### src/rtl/slow_clk_monitor.sv
// slow_clk_monitor
//   Receive side of the divided-clock path. The slow square wave is treated
//   as data: it is synchronized into the clk domain, its edges become
//   one-cycle strobes, every half-period is measured in clk cycles, and lock
//   and stuck status are reported.
//
// Optional feature: define SLOW_CLK_MONITOR_GLITCH_FILTER_EN to add the
//   FILT_CYCLES parameter. The synchronized level must then hold for
//   FILT_CYCLES consecutive cycles before it is accepted as an edge.
//
// Ports:
//   clk          system clock, rising edge
//   rst          asynchronous active-high reset
//   slow_in      slow square wave, asynchronous to clk
//   rise_pulse   one-cycle strobe per accepted 0->1 transition
//   fall_pulse   one-cycle strobe per accepted 1->0 transition
//   half_period  last measured edge-to-edge interval (clk cycles)
//   half_valid   one-cycle strobe: half_period updated this cycle
//   locked       level: stable in-tolerance input
//   stuck        level: no edge for TIMEOUT cycles
module slow_clk_monitor #(
  parameter int unsigned SYNC_STAGES = 2,
  parameter int unsigned CNT_W       = 20,
  parameter int unsigned EXPECT_HALF = 250001,
  parameter int unsigned TOL         = 16,
  parameter int unsigned LOCK_COUNT  = 4,
  parameter int unsigned TIMEOUT     = 600000
`ifdef SLOW_CLK_MONITOR_GLITCH_FILTER_EN
  , parameter int unsigned FILT_CYCLES = 8
`endif
) (
  input  logic             clk,
  input  logic             rst,
  input  logic             slow_in,
  output logic             rise_pulse,
  output logic             fall_pulse,
  output logic [CNT_W-1:0] half_period,
  output logic             half_valid,
  output logic             locked,
  output logic             stuck
);

  localparam logic [1:0] ST_UNLOCK  = 2'd0;
  localparam logic [1:0] ST_ACQUIRE = 2'd1;
  localparam logic [1:0] ST_LOCKED  = 2'd2;
  localparam logic [1:0] ST_STUCK   = 2'd3;

  localparam logic [CNT_W-1:0] CNT_MAX = '1;
  localparam logic [CNT_W-1:0] TMO_M1  = CNT_W'(TIMEOUT - 1);
  localparam logic [3:0]       LOCK_N  = 4'(LOCK_COUNT);
  // Lower bound clamps at zero rather than wrapping.
  localparam int unsigned LO_BOUND = (EXPECT_HALF > TOL) ? (EXPECT_HALF - TOL) : 0;
  localparam int unsigned HI_BOUND = EXPECT_HALF + TOL;

  logic [SYNC_STAGES-1:0] sync_q;
  logic                   sync_last;
  logic                   hist_q;
  logic                   edge_det;
  logic [CNT_W-1:0]       cnt_q, cnt_d;
  logic [CNT_W-1:0]       meas;
  logic                   in_tol;
  logic                   timeout_hit;
  logic [1:0]             state_q, state_d;
  logic [3:0]             good_q, good_d;
  logic [3:0]             good_inc;
  logic                   rise_q, rise_d;
  logic                   fall_q, fall_d;
  logic                   hv_q, hv_d;
  logic [CNT_W-1:0]       hp_q, hp_d;

  // Synchronizer chain
  always_ff @(posedge clk or posedge rst) begin
    if (rst) sync_q <= '0;
    else     sync_q <= {sync_q[SYNC_STAGES-2:0], slow_in};
  end

  assign sync_last = sync_q[SYNC_STAGES-1];

`ifdef SLOW_CLK_MONITOR_GLITCH_FILTER_EN
  localparam int unsigned FW = (FILT_CYCLES > 1) ? $clog2(FILT_CYCLES) : 1;
  logic [FW-1:0] filt_q, filt_d;

  // Counts consecutive cycles the synchronized level differs from the
  // accepted level; any return to the accepted level restarts the count.
  always_comb begin
    filt_d   = '0;
    edge_det = 1'b0;
    if (sync_last != hist_q) begin
      if (filt_q == FW'(FILT_CYCLES - 1)) edge_det = 1'b1;
      else                                filt_d   = filt_q + 1'b1;
    end
  end

  always_ff @(posedge clk or posedge rst) begin
    if (rst) filt_q <= '0;
    else     filt_q <= filt_d;
  end
`else
  assign edge_det = sync_last ^ hist_q;
`endif

  // History flop holds the accepted level
  always_ff @(posedge clk or posedge rst) begin
    if (rst)           hist_q <= 1'b0;
    else if (edge_det) hist_q <= sync_last;
  end

  // Saturating increment doubles as the measurement M = cnt + 1
  assign meas        = (cnt_q == CNT_MAX) ? CNT_MAX : cnt_q + 1'b1;
  assign cnt_d       = edge_det ? '0 : meas;
  assign in_tol      = (32'(meas) >= LO_BOUND) && (32'(meas) <= HI_BOUND);
  assign timeout_hit = !edge_det && (cnt_q == TMO_M1);
  assign good_inc    = good_q + 4'd1;

  always_comb begin
    state_d = state_q;
    good_d  = good_q;
    hv_d    = 1'b0;
    hp_d    = hp_q;
    rise_d  = edge_det & sync_last;
    fall_d  = edge_det & ~sync_last;
    if (edge_det) begin
      // Edges in UNLOCK/STUCK are reference edges and carry no measurement
      if ((state_q == ST_ACQUIRE) || (state_q == ST_LOCKED)) begin
        hv_d = 1'b1;
        hp_d = meas;
      end
      case (state_q)
        ST_ACQUIRE: begin
          if (in_tol) begin
            good_d = good_inc;
            if (good_inc >= LOCK_N) state_d = ST_LOCKED;
          end else begin
            good_d = '0;
          end
        end
        ST_LOCKED: begin
          if (!in_tol) begin
            state_d = ST_ACQUIRE;
            good_d  = '0;
          end
        end
        default: begin
          state_d = ST_ACQUIRE;
          good_d  = '0;
        end
      endcase
    end else if (timeout_hit) begin
      state_d = ST_STUCK;
      good_d  = '0;
    end
  end

  always_ff @(posedge clk or posedge rst) begin
    if (rst) begin
      cnt_q   <= '0;
      state_q <= ST_UNLOCK;
      good_q  <= '0;
      rise_q  <= 1'b0;
      fall_q  <= 1'b0;
      hv_q    <= 1'b0;
      hp_q    <= '0;
    end else begin
      cnt_q   <= cnt_d;
      state_q <= state_d;
      good_q  <= good_d;
      rise_q  <= rise_d;
      fall_q  <= fall_d;
      hv_q    <= hv_d;
      hp_q    <= hp_d;
    end
  end

  assign rise_pulse  = rise_q;
  assign fall_pulse  = fall_q;
  assign half_valid  = hv_q;
  assign half_period = hp_q;
  assign locked      = (state_q == ST_LOCKED);
  assign stuck       = (state_q == ST_STUCK);

endmodule
### config.mk
export PLATFORM = sky130hd
export DESIGN_NAME = slow_clk_monitor
export DESIGN_NICKNAME = d
export VERILOG_FILES = /design/src/rtl/slow_clk_monitor.sv
export SDC_FILE = /design/constraint.sdc
export NUM_CORES = 1
export LEC_CHECK = 0
export CORE_ASPECT_RATIO = 1.2
export CORE_MARGIN = 2
export CORE_UTILIZATION = 45
export CTS_CLUSTER_DIAMETER = 40
export DETAILED_ROUTE_END_ITERATION = 12
export GPL_ROUTABILITY_DRIVEN = 0
export HOLD_SLACK_MARGIN = 0.15
export PLACE_DENSITY = 0.64
export SLEW_MARGIN = 0
export SYNTH_ARGS = -nofsm -noshare
export SYNTH_HDL_FRONTEND = slang
export SYNTH_SLANG_ARGS = --single-unit
### constraint.sdc
create_clock -name clk -period 2.55 [get_ports clk]
set_input_delay 0.51 -clock clk [delete_from_list [all_inputs] [get_ports clk]]
set_output_delay 0.51 -clock clk [all_outputs]
set_load 0.02 [all_outputs]
==> results of run 1 <==
-- metal layers --
| metal | vias up | share of wire |
|---|---|---|
| met1 | 1132 | 0.45 |
| met2 | 49 | 0.49 |
| li1 | 1155 | - |
| met3 | 11 | 0.033 |
| met5 | - | 0 |
| met4 | 0 | 0.022 |
-- metrics by stage --
step / worst slack, ns / utilization / hold slack [ns] / instances
after floorplan: 0.0179 / - / 0.331 / 296
after global placement: -0.0478 / 0.558 / 0.332 / 421
after detailed placement: -0.00834 / 0.558 / 0.367 / 421
after CTS: 0.0109 / 0.574 / 0.398 / 429
after global routing: -0.0951 / 0.616 / 0.395 / 438
final: 0.0705 / 0.616 / 0.383 / 438
-- kinds of logic (layout without fill, tap and decap cells) --
| family | count (synthesis) | count (layout) |
|---|---|---|
| simple gates | 131 | 131 |
| compound gates | 55 | 55 |
| flops | 52 | 52 |
| buf+inv | 33 | 93 |
| xor+xnor | 14 | 14 |
| fa+ha+maj | 7 | 7 |
| mux | 4 | 4 |
-- layout make-up --
class | count | area (µm²)
clock buffers | 5 | 68.8
multi-input cells | 211 | 1520
clock inverters | 3 | 22.5
repair buffers | 71 | 628
inverters | 14 | 52.6
well taps | 82 | 103
flip-flops and latches | 52 | 1310
fillers | 504 | 2310
-- state kept, by name, summed over array words and instances, names as in the netlist --
signal	count
cnt_q	20
rise_pulse	1
hist_q	1
sync_q	2
fall_pulse	1
half_valid	1
good_q	4
state_q	2
half_period	20
-- placed cells by master, fill, tap and decap left out, drive strengths merged, types with 3 or more instances in the layout --
cell,n
dfrtp,52
buf,44
nor2,38
nand2,36
clkdlybuf4s50,27
o21ai,24
inv,14
nand4,10
nand3,10
xor2,9
nor4,8
ha,7
nor3,6
clkbuf,5
xnor2,5
a21oi,5
a31oi,4
or4,4
o41ai,4
and3,3
o22ai,3
and2,3
mux2i,3
nor4b,3
clkinv,3
-- power groups by stage --
stage                     logic [mW]  registers [mW]  clock network (mW)
after floorplan                0.415            1.06                   0
after global placement         0.766           0.987                   0
after detailed placement       0.774           0.992                   0
after CTS                      0.788           0.975               0.506
after global routing           0.943           0.993               0.532
final                          0.839           0.981               0.486
-- Yosys cell counts, drive strengths merged (5+ instances only) --
cell / count
a21oi: 5
nor3: 6
clkbuf: 12
o21ai: 24
nor2: 38
xor2: 9
nor4: 8
inv: 13
nand2: 36
nand3: 10
nand4: 10
xnor2: 5
dfrtp: 52
ha: 7
buf: 7
-- repair_timing --
action,in CTS,in global routing
pin swaps,0,16
endpoints found under the setup margin,4,6
resized for setup,1,37
setup buffers,0,9
hold buffers,0,0
-- final timing paths --
check / slack, ns / from / end / cells after the start
setup / recovery: 0.07 / cnt_q[1] / state_q[1] / 10
hold / removal: 0.38 / sync_q[0] / sync_q[1] / 0
setup reg to reg: 0.07 / cnt_q[1] / state_q[1] / 10
hold reg to reg: 0.38 / sync_q[0] / sync_q[1] / 0
max in group asynchronous: 1.52 / rst / half_period[4] / 3
min in group asynchronous: 0.52 / rst / half_period[14] / 2
==> metrics.cfg, run 1 <==
[pwr]
internal-power_mw = 1.46
leakagePower_nw = 1.61
switching_share = 0.369
p_sw_mw = 0.851
power_frac_clock = 0.211
seq_power_share = 0.425
power_density_nw_per_um2 = 623
total_power_mw = 2.31
vdd_drop_max_v = 0.000328
pwr-share-comb = 0.364

[synth]
synth-main-ff-cell = dfrtp_1
synth-edff-count = 0
synth_top_cell_area_share = 0.467
syn_area_um2 = 2790
synthXorXnorAreaFrac = 0.0467
ys_ff_latch = 52
syn_avg_cell_area_um2 = 9.42
synth_top_family_by_area = simple AND/OR/NAND/NOR gates
yosysTopAreaCell = dfrtp_1
synth_cell_types = 57
synthArstFlopShare = 1.00
synth_compound_area_frac = 0.134
synthMuxAreaShare = 0.0162
yosys.area_share.simple = 0.255
synth_cells = 296
synthTopCellsByArea = dfrtp_1 (47%), nor2_1 (5.1%), nand2_1 (4.8%), o21ai_0 (3.6%), ha_1 (3.1%)
ys_warn_count = 0
seq_area_frac_synth = 0.467
syn_nets = 306
synthAdderAreaFrac = 0.0314

[finish]
postLayoutCellArea_um2 = 3700
area_growth_pct = 32.8
nNetsFinal = 365
diodes = 0
layout-drive-gt1-share = 0.264

[critical_path]
critPathMostFrequentCell = buf_4
arrival_ns = 2.68
required_ns = 2.75
crit_path_max_fanout = 7
critPathTopFamily = compound AO/OA/AOI/OAI gates
cp_slowest_cell = dfrtp_1
worst_setup_path_end_kind = register
max_stage_delay_ns = 0.41
critPathLaunchType = register
crit_buf_inv = 3
worstPathCellList = buf_4 -> nand2_2 -> buf_4 -> or3_1 -> a311oi_2 -> o21ai_1 -> buf_4 -> nor3_4 -> a31oi_4 -> a2bb2oi_2
critPathKind = register to register

[route]
ant_nets = 0
routed_wl_um = 6450
wl_per_cell_um = 14.7
drt_iter0_drc = 168
first_pass_iters = 4
vias = 2347
via_per_inst = 5.36
drc_errors = 0

[timing]
max_freq_ghz = 0.403
final.period_utilization = 0.972
slew_headroom = 0.631
tns_ns = 0
worst_clock_skew_ns = 0.00829
tightest_slew_ns = 0.554
drv_slew = 0
min_period_ns = 2.48
hold_viol = 0
setup_viol = 0

[floorplanning]
fp.dieH_um = 90.2
initial_utilization = 0.464
num_rows = 31
die_area_um2 = 6840
io_pins = 28
coreArea_um2 = 6010
dieWidth_um = 75.9

[global_route]
use_met1 = 0.289
busiest_layer = met2
grt_pass1_wl_um = 10500
gr-usage-all-layers = 0.197
grtUsageMet2 = 0.295
antenna_found_initial = 0
overflow = 0
grt_use_met3 = 0.0314
grt_start_max_net_pins = 35
grt_pass1_vias = 2157

[clocking]
cts_buffer_depth = 2
htreeDepth = 2
cts_buffers = 5
clkLatencyLatePin_ns = 0.31
cts_root_buffer = clkbuf_8
tritoncts = done
cts.sinks = 52
path_clk_slew_ns = 0.10

[place]
place_area_um2 = 3350
dpl.hpwl_um = 4510
io_buffer_count = 27

[job]
max-cap-violations = 0

[min_path]
hp-class = register to register

[run_status]
status = finished clean

No activity file was read; power rests on OpenSTA's default activity.
==> run 2: changes to the inputs <==
CTS_CLUSTER_SIZE = 12   (was unset)
==> results of run 2 <==
No change in the layout: final DEF, timing and power equal those of run 1.
==> run 3: changes to the inputs <==
PLACE_DENSITY = 0.61   (was 0.64)
clock period = 3.2 ns   (was 2.55 ns; I/O delays follow)
==> metrics.cfg, run 3 (synthesis gave the netlist of run 1 again) <==
[clocking]
hold_buffers = 0  ; unchanged
cts_buffers = 5  ; unchanged
path_clk_slew_ns = 0.10  ; about the same
tritoncts = done  ; unchanged
cts_root_buffer = clkbuf_8  ; unchanged
clkLatencyLatePin_ns = 0.31  ; about the same
postCtsSetupRepairBufs = 0  ; unchanged
ctsResizeCount = 0  ; was 1
cts_buffer_depth = 2  ; unchanged
cts.sinks = 52  ; unchanged
htreeDepth = 2  ; unchanged

[route]
drc_errors = 0  ; unchanged
ant_nets = 0  ; unchanged
drt_iter0_drc = 120  ; was 168
wl_per_cell_um = 14.3  ; was 14.7 µm
routed_wl_um = 5740  ; was 6450 µm
vias = 2167  ; was 2347
first_pass_iters = 4  ; unchanged
via_per_inst = 5.40  ; was 5.36

[global_route]
antenna_found_initial = 0  ; unchanged
gr-usage-all-layers = 0.192  ; was 0.197
grt_pass1_vias = 2114  ; was 2157
grt_pass1_wl_um = 10200  ; was 10500 µm
overflow = 0  ; unchanged
grt_start_max_net_pins = 53  ; was 35

[critical_path]
critPathKind = register to register  ; unchanged
arrival_ns = 3.05  ; was 2.68 ns
worst_setup_path_end_kind = register  ; unchanged
critPathLaunchType = register  ; unchanged
crit_path_max_fanout = 7  ; unchanged
required_ns = 3.39  ; was 2.75 ns

[finish]
nNetsFinal = 328  ; was 365
final_cell_mix = dfrtp_1 (52), nor2_1 (38), nand2_1 (36), clkdlybuf4s50_1 (27), o21ai_0 (20)  ; was dfrtp_1 (47), buf_4 (39), nor2_1 (36), nand2_1 (34), clkdlybuf4s50_1 (27)
area_growth_pct = 15.6  ; was 32.8%
layout-drive-gt1-share = 0.0972  ; was 0.264
diodes = 0  ; unchanged
finalNonFillerCells = 401  ; was 438
mostFrequentLayoutCell = dfrtp_1  ; unchanged

[timing]
drv_slew = 0  ; unchanged
hold_viol = 0  ; unchanged
worst_clock_skew_ns = 0.00742  ; was 0.00829 ns
setup_viol = 0  ; unchanged
tightest_slew_ns = 0.636  ; was 0.554 ns
final.period_utilization = 0.892  ; was 0.972
tns_ns = 0  ; unchanged
rsz0062_at_grt = no
min_period_ns = 2.86  ; was 2.48 ns
hold_slack_ns = 0.363  ; was 0.383 ns
slew_headroom = 0.576  ; was 0.631
max_freq_ghz = 0.350  ; was 0.403 GHz

[pwr]
leakagePower_nw = 1.37  ; was 1.61 nW
vdd_drop_max_v = 0.000289  ; was 0.000328 V
power_density_nw_per_um2 = 538  ; was 623 nW/µm²

[place]
dp.cells = 393  ; was 421
dpl.hpwl_um = 4120  ; was 4510 µm
io_buffer_count = 27  ; unchanged

[floorplanning]
num_rows = 31  ; unchanged
fp.dieH_um = 90.2  ; unchanged
dieWidth_um = 75.9  ; unchanged
die_area_um2 = 6840  ; unchanged
coreArea_um2 = 6010  ; unchanged
initial_utilization = 0.464  ; unchanged
io_pins = 28  ; unchanged

[job]
max-cap-violations = 0  ; unchanged

[run_status]
status = finished clean  ; unchanged

[min_path]
hp-class = register to register  ; unchanged

[run 3: cell count changes in the layout (fill, tap and decap cells not counted), sizes merged]
cell and change:
inv +1, clkinv -1, buf -37
[run 3: layer usage]
metal | part of all wire | routed length (µm) | GRT usage
met4 | 0.024 | 137 | 0.0687
met3 | 0.032 | 186 | 0.0314
met1 | 0.47 | 2720 | 0.272
met5 | 0 | 0 | 0
met2 | 0.47 | 2700 | 0.291
[run 3: cell type report]
| type | instances | area [µm²] |
|---|---|---|
| clock buffers | 5 | 68.8 |
| clock inverters | 3 | 26.3 |
| fillers | 585 | 2790 |
| inverters | 14 | 52.6 |
| multi-input cells | 211 | 1350 |
| flip-flops and latches | 52 | 1300 |
| well taps | 82 | 103 |
| repair buffers | 34 | 323 |
[run 3: critical path, cell delays in order, from the launching register on]
cell	delay [ns]
dfrtp_1	0.45
ha_1	0.36
nand3_1	0.22
xor2_1	0.33
o21ai_0	0.14
o41ai_1	0.43
nand3_2	0.19
nor3_4	0.27
a31oi_2	0.17
a2bb2oi_1	0.16
[run 3: metrics by stage]
stage               total power [mW]  utilization  setup WS (ns)  instance area [µm²]
floorplan                       1.17            -          0.625                 2790
global placement                1.36        0.520          0.356                 3130
detailed placement              1.37        0.520          0.348                 3130
CTS                             1.77        0.536          0.322                 3220
global route                    1.87        0.536         0.0793                 3220
finish                          1.73        0.536          0.345                 3220
[run 3: final timing paths]
check | endpoint | startpoint | slack [ns] | cells past startpoint
worst max register to register | state_q[1] | cnt_q[0] | 0.34 | 9
worst min-delay path | sync_q[1] | sync_q[0] | 0.36 | 0
worst min register to register | sync_q[1] | sync_q[0] | 0.36 | 0
min in group asynchronous | cnt_q[19] | rst | 0.81 | 3
max in group asynchronous | half_period[12] | rst | 1.97 | 3
worst max-delay path | state_q[1] | cnt_q[0] | 0.34 | 9
[run 3: power breakdown]
part           internal (mW)  switching [mW]  total (mW)
combinational          0.207           0.345       0.551
clock                  0.161           0.232       0.393
sequential             0.730          0.0592       0.790
